`config.mk`:
```
export PLATFORM = sky130hd
export DESIGN_NAME = mult_result_display_flat
export DESIGN_NICKNAME = d
export VERILOG_FILES = /design/src/rtl/mult_result_display_if.sv /design/src/rtl/mult_result_display.sv /design/src/flat_wrapper.sv
export SDC_FILE = /design/constraint.sdc
export NUM_CORES = 1
export LEC_CHECK = 0
export CAP_MARGIN = 20
export CELL_PAD_IN_SITES_DETAIL_PLACEMENT = 1
export CELL_PAD_IN_SITES_GLOBAL_PLACEMENT = 2
export CORE_UTILIZATION = 38
export DETAILED_ROUTE_END_ITERATION = 8
export PLACE_DENSITY = 0.95
export SETUP_SLACK_MARGIN = 0.5
export SYNTH_ARGS = -nofsm -noshare
export SYNTH_HDL_FRONTEND = slang
export SYNTH_SLANG_ARGS = --single-unit
```
`constraint.sdc`:
```
create_clock -name clk -period 4 [get_ports clk]
set_input_delay 0.8 -clock clk [delete_from_list [all_inputs] [get_ports clk]]
set_output_delay 0.8 -clock clk [all_outputs]
set_load 0.005 [all_outputs]
```
`src/rtl/mult_result_display_if.sv`:
```
// Bundle of the multiplier-result input strobe and the three-digit seven-segment
// display outputs that feed the 3-to-1 segment multiplexor.
interface mult_result_display_if;
  logic [7:0] product;
  logic       product_valid;
  logic       busy;
  logic [6:0] seg_units;
  logic [6:0] seg_tens;
  logic [6:0] seg_hundreds;
  logic [2:0] sel;
  logic [2:0] an;

  modport master (
    output product, product_valid,
    input  busy, seg_units, seg_tens, seg_hundreds, sel, an
  );

  modport slave (
    input  product, product_valid,
    output busy, seg_units, seg_tens, seg_hundreds, sel, an
  );
endinterface

```
`src/rtl/mult_result_display.sv`:
```
// Captures an 8-bit product, converts it to BCD with a sequential double-dabble
// engine, and drives blanked seven-segment patterns plus a one-hot digit scan.
module mult_result_display #(
  parameter int REFRESH_DIV = 100000
) (
  input logic                  clk,
  input logic                  rst_n,
  mult_result_display_if.slave bus
);

  localparam int CW = (REFRESH_DIV > 2) ? $clog2(REFRESH_DIV) : 1;

  typedef enum logic [1:0] {IDLE, SHIFT, COMMIT} state_t;

  state_t      state_q, state_d;
  logic [7:0]  bin_q, bin_d;
  logic [11:0] bcd_q, bcd_d;
  logic [2:0]  iter_q, iter_d;
  logic [11:0] bcd_adj;
  logic [6:0]  seg_units_q, seg_tens_q, seg_hundreds_q;
  logic [CW-1:0] cnt_q;
  logic [2:0]  sel_q;

  function automatic logic [6:0] seg_encode(input logic [3:0] digit);
    logic [6:0] pat;
    case (digit)
      4'd0:    pat = 7'h40;
      4'd1:    pat = 7'h79;
      4'd2:    pat = 7'h24;
      4'd3:    pat = 7'h30;
      4'd4:    pat = 7'h19;
      4'd5:    pat = 7'h12;
      4'd6:    pat = 7'h02;
      4'd7:    pat = 7'h78;
      4'd8:    pat = 7'h00;
      4'd9:    pat = 7'h10;
      default: pat = 7'h7F;
    endcase
    return pat;
  endfunction

  // Add-3 correction is applied to every nibble before the shift of each iteration.
  generate
    for (genvar gi = 0; gi < 3; gi++) begin : g_adj
      assign bcd_adj[gi*4 +: 4] = (bcd_q[gi*4 +: 4] >= 4'd5) ?
                                  bcd_q[gi*4 +: 4] + 4'd3 : bcd_q[gi*4 +: 4];
    end
  endgenerate

  always_comb begin
    state_d = state_q;
    bin_d   = bin_q;
    bcd_d   = bcd_q;
    iter_d  = iter_q;
    case (state_q)
      IDLE: begin
        if (bus.product_valid) begin
          bin_d   = bus.product;
          bcd_d   = '0;
          iter_d  = '0;
          state_d = SHIFT;
        end
      end
      SHIFT: begin
        {bcd_d, bin_d} = {bcd_adj[10:0], bin_q, 1'b0};
        iter_d = iter_q + 3'd1;
        if (iter_q == 3'd7) state_d = COMMIT;
      end
      COMMIT:  state_d = IDLE;
      default: state_d = IDLE;
    endcase
  end

  always_ff @(posedge clk or negedge rst_n) begin
    if (!rst_n) begin
      state_q <= IDLE;
      bin_q   <= '0;
      bcd_q   <= '0;
      iter_q  <= '0;
    end else begin
      state_q <= state_d;
      bin_q   <= bin_d;
      bcd_q   <= bcd_d;
      iter_q  <= iter_d;
    end
  end

  // Segment registers are the committed digit store; they change only on COMMIT.
  always_ff @(posedge clk or negedge rst_n) begin
    if (!rst_n) begin
      seg_units_q    <= 7'h40;
      seg_tens_q     <= 7'h7F;
      seg_hundreds_q <= 7'h7F;
    end else if (state_q == COMMIT) begin
      seg_units_q    <= seg_encode(bcd_q[3:0]);
      seg_tens_q     <= (bcd_q[11:4] == 8'd0) ? 7'h7F : seg_encode(bcd_q[7:4]);
      seg_hundreds_q <= (bcd_q[11:8] == 4'd0) ? 7'h7F : seg_encode(bcd_q[11:8]);
    end
  end

  always_ff @(posedge clk or negedge rst_n) begin
    if (!rst_n) begin
      cnt_q <= '0;
      sel_q <= 3'b001;
    end else if (cnt_q == CW'(REFRESH_DIV - 1)) begin
      cnt_q <= '0;
      sel_q <= {sel_q[1:0], sel_q[2]};
    end else begin
      cnt_q <= cnt_q + 1'b1;
    end
  end

  assign bus.busy         = (state_q != IDLE);
  assign bus.seg_units    = seg_units_q;
  assign bus.seg_tens     = seg_tens_q;
  assign bus.seg_hundreds = seg_hundreds_q;
  assign bus.sel          = sel_q;
  assign bus.an           = ~sel_q;

endmodule

```
`src/flat_wrapper.sv`:
```
// flat-port wrapper written by rule: the top's interface ports become plain ports
module mult_result_display_flat 
#(
  parameter int REFRESH_DIV = 100000
)
  (clk, rst_n, bus_product, bus_product_valid, bus_busy, bus_seg_units, bus_seg_tens, bus_seg_hundreds, bus_sel, bus_an);
  mult_result_display_if bus_i ();
  input logic clk;
  input logic rst_n;
  input wire logic [$bits(bus_i.product)-1:0] bus_product;
  input wire logic [$bits(bus_i.product_valid)-1:0] bus_product_valid;
  output wire logic [$bits(bus_i.busy)-1:0] bus_busy;
  output wire logic [$bits(bus_i.seg_units)-1:0] bus_seg_units;
  output wire logic [$bits(bus_i.seg_tens)-1:0] bus_seg_tens;
  output wire logic [$bits(bus_i.seg_hundreds)-1:0] bus_seg_hundreds;
  output wire logic [$bits(bus_i.sel)-1:0] bus_sel;
  output wire logic [$bits(bus_i.an)-1:0] bus_an;
  assign bus_i.product = bus_product;
  assign bus_i.product_valid = bus_product_valid;
  assign bus_busy = bus_i.busy;
  assign bus_seg_units = bus_i.seg_units;
  assign bus_seg_tens = bus_i.seg_tens;
  assign bus_seg_hundreds = bus_i.seg_hundreds;
  assign bus_sel = bus_i.sel;
  assign bus_an = bus_i.an;
  mult_result_display #(.REFRESH_DIV(REFRESH_DIV)) u_core (.clk(clk), .rst_n(rst_n), .bus(bus_i));
endmodule
```
==> results of run 1 <==
flip-flops by register name, summed over array words and instances, names as in the netlist:
| name | cells |
|---|---|
| u_core.cnt_q | 17 |
| u_core.bcd_q | 12 |
| u_core.bin_q | 8 |
| u_core.bus.seg_hundreds | 7 |
| u_core.bus.seg_tens | 7 |
| u_core.bus.seg_units | 7 |
| u_core.bus.sel | 3 |
| u_core.iter_q | 3 |
| u_core.state_q | 2 |
area by class of cell:
cell class              count  share of cell area
multi-input cells         248              0.3962
inverters                  18             0.01647
repair buffers             42             0.09881
flip-flops and latches     66              0.4074
clock buffers              14             0.03965
well taps                 108             0.03294
clock inverters             2            0.008539
how the worst max path moves through the flow:
stage | start | to | slack (ns) | depth (start not counted)
after global routing | u_core.state_q[1]$_DFFE_PN0P_ | bus_busy | 1.46 | 2
final | u_core.state_q[1]$_DFFE_PN0P_ | bus_busy | 1.52 | 2
after global placement | bus_product_valid | u_core.bcd_q[3]$_DFFE_PN0P_ | 1.46 | 4
after floorplan | bus_product_valid | u_core.bcd_q[3]$_DFFE_PN0P_ | 2.16 | 4
after detailed placement | bus_product_valid | u_core.bcd_q[9]$_DFFE_PN0P_ | 1.33 | 4
after CTS | u_core.state_q[0]$_DFFE_PN0P_ | bus_busy | 1.52 | 2
synth_stat cells, types with 5 or more instances:
cell	instances	area, µm²
o31ai_1	6	45.04
xnor2_1	14	122.6
mux2i_1	5	50.05
o21ai_0	26	130.1
nor3_1	8	40.04
ha_1	18	225.2
inv_1	17	63.81
a21oi_1	31	155.2
nand2b_1	7	43.79
a22oi_1	9	67.56
nand4_1	6	37.54
nand2_1	27	101.4
o22a_1	5	43.79
nor2b_1	13	81.33
nand3_1	6	30.03
a22o_1	5	43.79
dfrtp_1	50	1251
nor2_1	20	75.07
o22ai_1	8	50.05
clkbuf_1	11	41.29
dfstp_2	16	420.4
routing by layer:
metal  part of all wire  wire length, µm
met2               0.52             4238
met5                  0                0
met3              0.024              200
met4              0.014              111
met1               0.45             3663
stage by stage:
step,utilization,total power [mW],std cells
after detailed placement,0.4469,2.409,481
after CTS,0.4696,3.020,497
final,0.4704,3.002,498
after global placement,0.4469,2.329,481
after floorplan,-,1.935,348
after global routing,0.4704,3.213,498
logic make-up after synthesis:
kind of cell / Yosys count / synth area share
DFF: 66 / 0.4869
AOI/OAI and AO/OA: 102 / 0.1829
adders and majority gates: 18 / 0.06560
buffers and inverters: 34 / 0.03972
and+or+nand+nor: 105 / 0.1636
muxes: 6 / 0.01786
xor gates and xnor gates: 17 / 0.04337
power by group through the flow:
stage          clock [mW]  combinational (mW)  sequential, mW
2_1_floorplan           0               0.861            1.07
3_3_place_gp            0                1.17            1.16
3_5_place_dp            0                1.23            1.18
4_1_cts             0.585                1.26            1.17
5_1_grt             0.617                1.39            1.21
6_report            0.572                1.26            1.17
==> flow_metrics.tcl, run 1 <==
set metrics [dict create \
    swShare 0.3753 \
    cts_sinks 66 \
    top_usage_layer "met2" \
    grt_pass1_vias 2869 \
    place_ws_ns 1.334 \
    status "completed" \
    crit_path_max_fanout 15 \
    die_area_um2 9419 \
    hp-class "in2async" \
    peakVddDrop_v 0.0002347 \
    rows 34 \
    reg2reg_to "u_core.cnt_q[15]$_DFF_PN0_" \
    power_density_nw_per_um2 731.7 \
    placed_area_um2 3897 \
    grt-ovfl-total 0 \
    path_buf_inv 1 \
    finalClockSkew_ns 0.007336 \
    ys_ff_latch 66 \
    netlist_area_um2 3433 \
    switching_power_mw 1.127 \
    path_cells "or2_2 -> clkdlybuf4s50_1" \
    wl_per_cell_um 16.49 \
    hpwl_um 5674 \
    critPathKind "reg2out" \
    slew_headroom 0.4530 \
    vias 2693 \
    routed_wl_um 8214 \
    async_flop_share 1.000 \
    cap_violations 0 \
    pin_count 39 \
    coreArea_um2 8721 \
    cts_buffer_depth 2 \
    track_usage 0.1795 \
    final_area_um2 4103 \
    syn-num-nets 377 \
    vias_per_cell 5.408 \
    reg2reg_slack_ns 1.85 \
    detailedRoute.firstIterationViolations 36 \
    worstReg2RegStart "u_core.cnt_q[0]$_DFF_PN0_" \
    syn_to_final_growth_pct 19.50 \
    drc 0 \
    portBuffers 38 \
    fillers 979 \
    finalNetCount 414 \
    slew_violations 0 \
    path_delay_family "flip-flops" \
    rsz0062_at_grt "no" \
    postCtsHoldBufs 0 \
    synthDistinctLibCells 48 \
    cp.required_ns 3.20 \
    cp-end-kind "primary output" \
    hold_viol 0 \
    critPathArrivalTime_ns 1.68 \
    use_met3 0.02590 \
    synth-edff-count 0 \
    postCtsSetupBuffers 0 \
    period_minus_slack_ns 2.483 \
    cts_root_buffer "clkbuf_8" \
    comb_power_share 0.420 \
    finalSetupViolCount 0 \
    finalSetupTns_ns 0 \
    clkLatencyLatePin_ns 0.33 \
    drive_gt1_frac 0.1051 \
    gr-usage-met2 0.3099 \
    worst_pin_slew_ns 0.8143 \
    antenna_found_initial 0 \
    cpMaxStageDelayCell "dfrtp_1" \
    grt_pass1_wl_um 13810 \
    ff_latch_area_um2 1672 \
    drtPass1Iterations 4 \
    multiInputGateArea_um2 1625 \
    leakagePower_nw 1.716 \
    ant_nets 0 \
    critPathLaunchType "flip-flop" \
    die_h_um 97.05 \
    synth_area_per_cell_um2 9.866 \
    antennaDiodeCount 0 \
    p_int_mw 1.875 \
    synth_flop_cell "dfrtp_1" \
    die_w_um 97.05 \
    p_clk_frac 0.190 \
    synth_cells 348 \
    reg2reg_depth 5 \
    met1_usage 0.2308 \
    mostFrequentLayoutCells "dfrtp_1 (50), clkdlybuf4s50_1 (37), a21oi_1 (31), nand2_1 (27), o21ai_0 (26)" \
    path_clk_slew_ns 0.07 \
    cts_resized 0 \
    power_frac_seq 0.389 \
    yosysSeqAreaShare 0.4869 \
    holdWs_ns 0.4089 \
    final_common_cell "dfrtp_1" \
    synth_warnings 0 \
    cts_tree "yes" \
    cts_max_level 3 \
    start_util 0.3937 \
    grt_max_degree 46 \
    post-route-worst-setup-slack_ns 1.517 \
    fmaxAchievable_ghz 0.4028 \
    cpPeakStageDelay_ns 0.55 \
    cts_buffers 9 \
    final.period_utilization 0.6207 \
    gp_congestion 0.7637 \
]
No activity file was read; power rests on OpenSTA's default activity.
==> run 2, diff against run 1 <==
CORE_UTILIZATION = 36   (was 38)
PLACE_DENSITY = 0.91   (was 0.95)
clock period = 2.6 ns   (was 4 ns; I/O delays follow)
==> run 2 against run 1 <==
  * Hold slack got worse by 0.29 ns
  * Core utilization down 1.7 points
  * Critical path depth did not move
  * Setup slack got worse by 0.95 ns
  * Critical endpoint unchanged
==> flow_metrics.tcl, run 2 (synthesized netlist as in run 1, its figures left out) <==
set metrics [dict create \
    status "completed" \
    fillers 1067 \
    pin_count 39 \
    hpwl_um 5569 \
    top_usage_layer "met2" \
    reg2reg_slack_ns 0.74 \
    postCtsSetupBuffers 0 \
    critPathLaunchType "flip-flop" \
    cts_sinks 66 \
    cts_resized 0 \
    grt_max_degree 48 \
    path_cells "or2_2 -> clkdlybuf4s50_1" \
    finalSetupTns_ns 0 \
    slew_violations 0 \
    reg2reg_depth 5 \
    leakagePower_nw 1.751 \
    finalNetCount 419 \
    rsz0062_at_grt "no" \
    vias 2689 \
    die_w_um 99.66 \
    rows 35 \
    period_minus_slack_ns 2.028 \
    cap_violations 0 \
    drive_gt1_frac 0.1190 \
    vias_per_cell 5.132 \
    use_met3 0.03795 \
    cpMaxStageDelayCell "clkdlybuf4s50_1" \
    reg2reg_to "u_core.bus.seg_tens[1]$_DFFE_PN1N_" \
    critPathKind "reg2out" \
    cp-end-kind "primary output" \
    path_clk_slew_ns 0.07 \
    slew_headroom 0.5975 \
    coreArea_um2 9240 \
    grt-ovfl-total 0 \
    final_area_um2 4189 \
    hp-class "in2async" \
    gp_congestion 0.8365 \
    finalClockSkew_ns 0.007882 \
    antennaDiodeCount 0 \
    crit_path_max_fanout 5 \
    cts_max_level 3 \
    clkLatencyLatePin_ns 0.35 \
    cts_root_buffer "clkbuf_8" \
    drc 0 \
    critPathArrivalTime_ns 1.51 \
    cts_buffers 9 \
    die_area_um2 9931 \
    final_common_cell "dfrtp_1" \
    grt_pass1_vias 2842 \
    detailedRoute.firstIterationViolations 47 \
    top_register "u_core.cnt_q" \
    peakVddDrop_v 0.0003727 \
    postCtsHoldBufs 0 \
    antenna_found_initial 0 \
    ant_nets 0 \
    track_usage 0.1760 \
    start_util 0.3716 \
    cp.required_ns 2.08 \
    fmaxAchievable_ghz 0.4930 \
    worstReg2RegStart "u_core.bcd_q[5]$_DFFE_PN0P_" \
    power_density_nw_per_um2 1103 \
    met1_usage 0.2236 \
    drtPass1Iterations 5 \
    cts_buffer_depth 2 \
    final.period_utilization 0.7801 \
    finalSetupViolCount 0 \
    die_h_um 99.66 \
    grt_pass1_wl_um 13790 \
    worst_pin_slew_ns 0.6025 \
    largest_registers "u_core.cnt_q: 17 flops, u_core.bcd_q: 12 flops, u_core.bin_q: 8 flops" \
    placed_area_um2 3981 \
    syn_to_final_growth_pct 22.01 \
    portBuffers 38 \
    gr-usage-met2 0.2917 \
    hold_viol 0 \
    cts_tree "yes" \
    largest_reg_flops 17 \
    mostFrequentLayoutCells "dfrtp_1 (50), clkdlybuf4s50_1 (37), a21oi_1 (31), nand2_1 (27), o21ai_0 (26)" \
    wl_per_cell_um 15.03 \
    cpPeakStageDelay_ns 0.47 \
    routed_wl_um 7878 \
]
-- run 2: how the worst max path moves through the flow --
| stage | start | end | depth (start not counted) |
|---|---|---|---|
| after floorplan | u_core.cnt_q[13]$_DFF_PN0_ | u_core.cnt_q[5]$_DFF_PN0_ | 4 |
| after global placement | bus_product_valid | u_core.bin_q[1]$_DFFE_PN0P_ | 4 |
| after detailed placement | bus_product_valid | u_core.bin_q[1]$_DFFE_PN0P_ | 4 |
| after CTS | u_core.state_q[1]$_DFFE_PN0P_ | bus_busy | 2 |
| after global routing | u_core.state_q[1]$_DFFE_PN0P_ | bus_busy | 2 |
| final | u_core.state_q[1]$_DFFE_PN0P_ | bus_busy | 2 |
-- run 2: through the flow --
stage                     setup slack (ns)  std cells  utilization  power [mW]  hold slack (ns)
after global routing                0.5149        524       0.4534       4.994           0.1376
after detailed placement            0.4241        508       0.4309       3.730           0.4668
after floorplan                     0.9372        348            -       2.977           0.2244
after CTS                           0.5501        524       0.4534       4.670           0.1262
final                               0.5716        524       0.4534       4.619           0.1168
after global placement              0.5461        508       0.4309       3.628           0.4631
-- run 2: power breakdown --
part	internal, mW	switching [mW]
registers	1.43	0.332
clock network	0.522	0.397
logic	0.988	0.952
total	2.94	1.68
-- run 2: final cells by class --
cell class                 count  area [µm²]  share of cell area
sequential                    66        1672              0.3990
multi-input combinational    248        1625              0.3880
timing repair buffer          47       455.4              0.1087
clock buffer                  14       172.7             0.04122
tap                          129       161.4             0.03853
inverter                      18       67.56             0.01613
clock inverter                 2       35.03            0.008363
-- run 2: worst max-delay path, delay by kind of cell (launching register included) --
kind	cells	cell delay [ns]
buffers and inverters	1	0.47
DFF	1	0.41
and+or+nand+nor	1	0.29
-- run 2: routing by layer --
layer  wire [µm]  up-vias
met2        3749       40
met5           0        -
met1        3748     1328
li1            -     1311
met4         121        0
met3         258       10
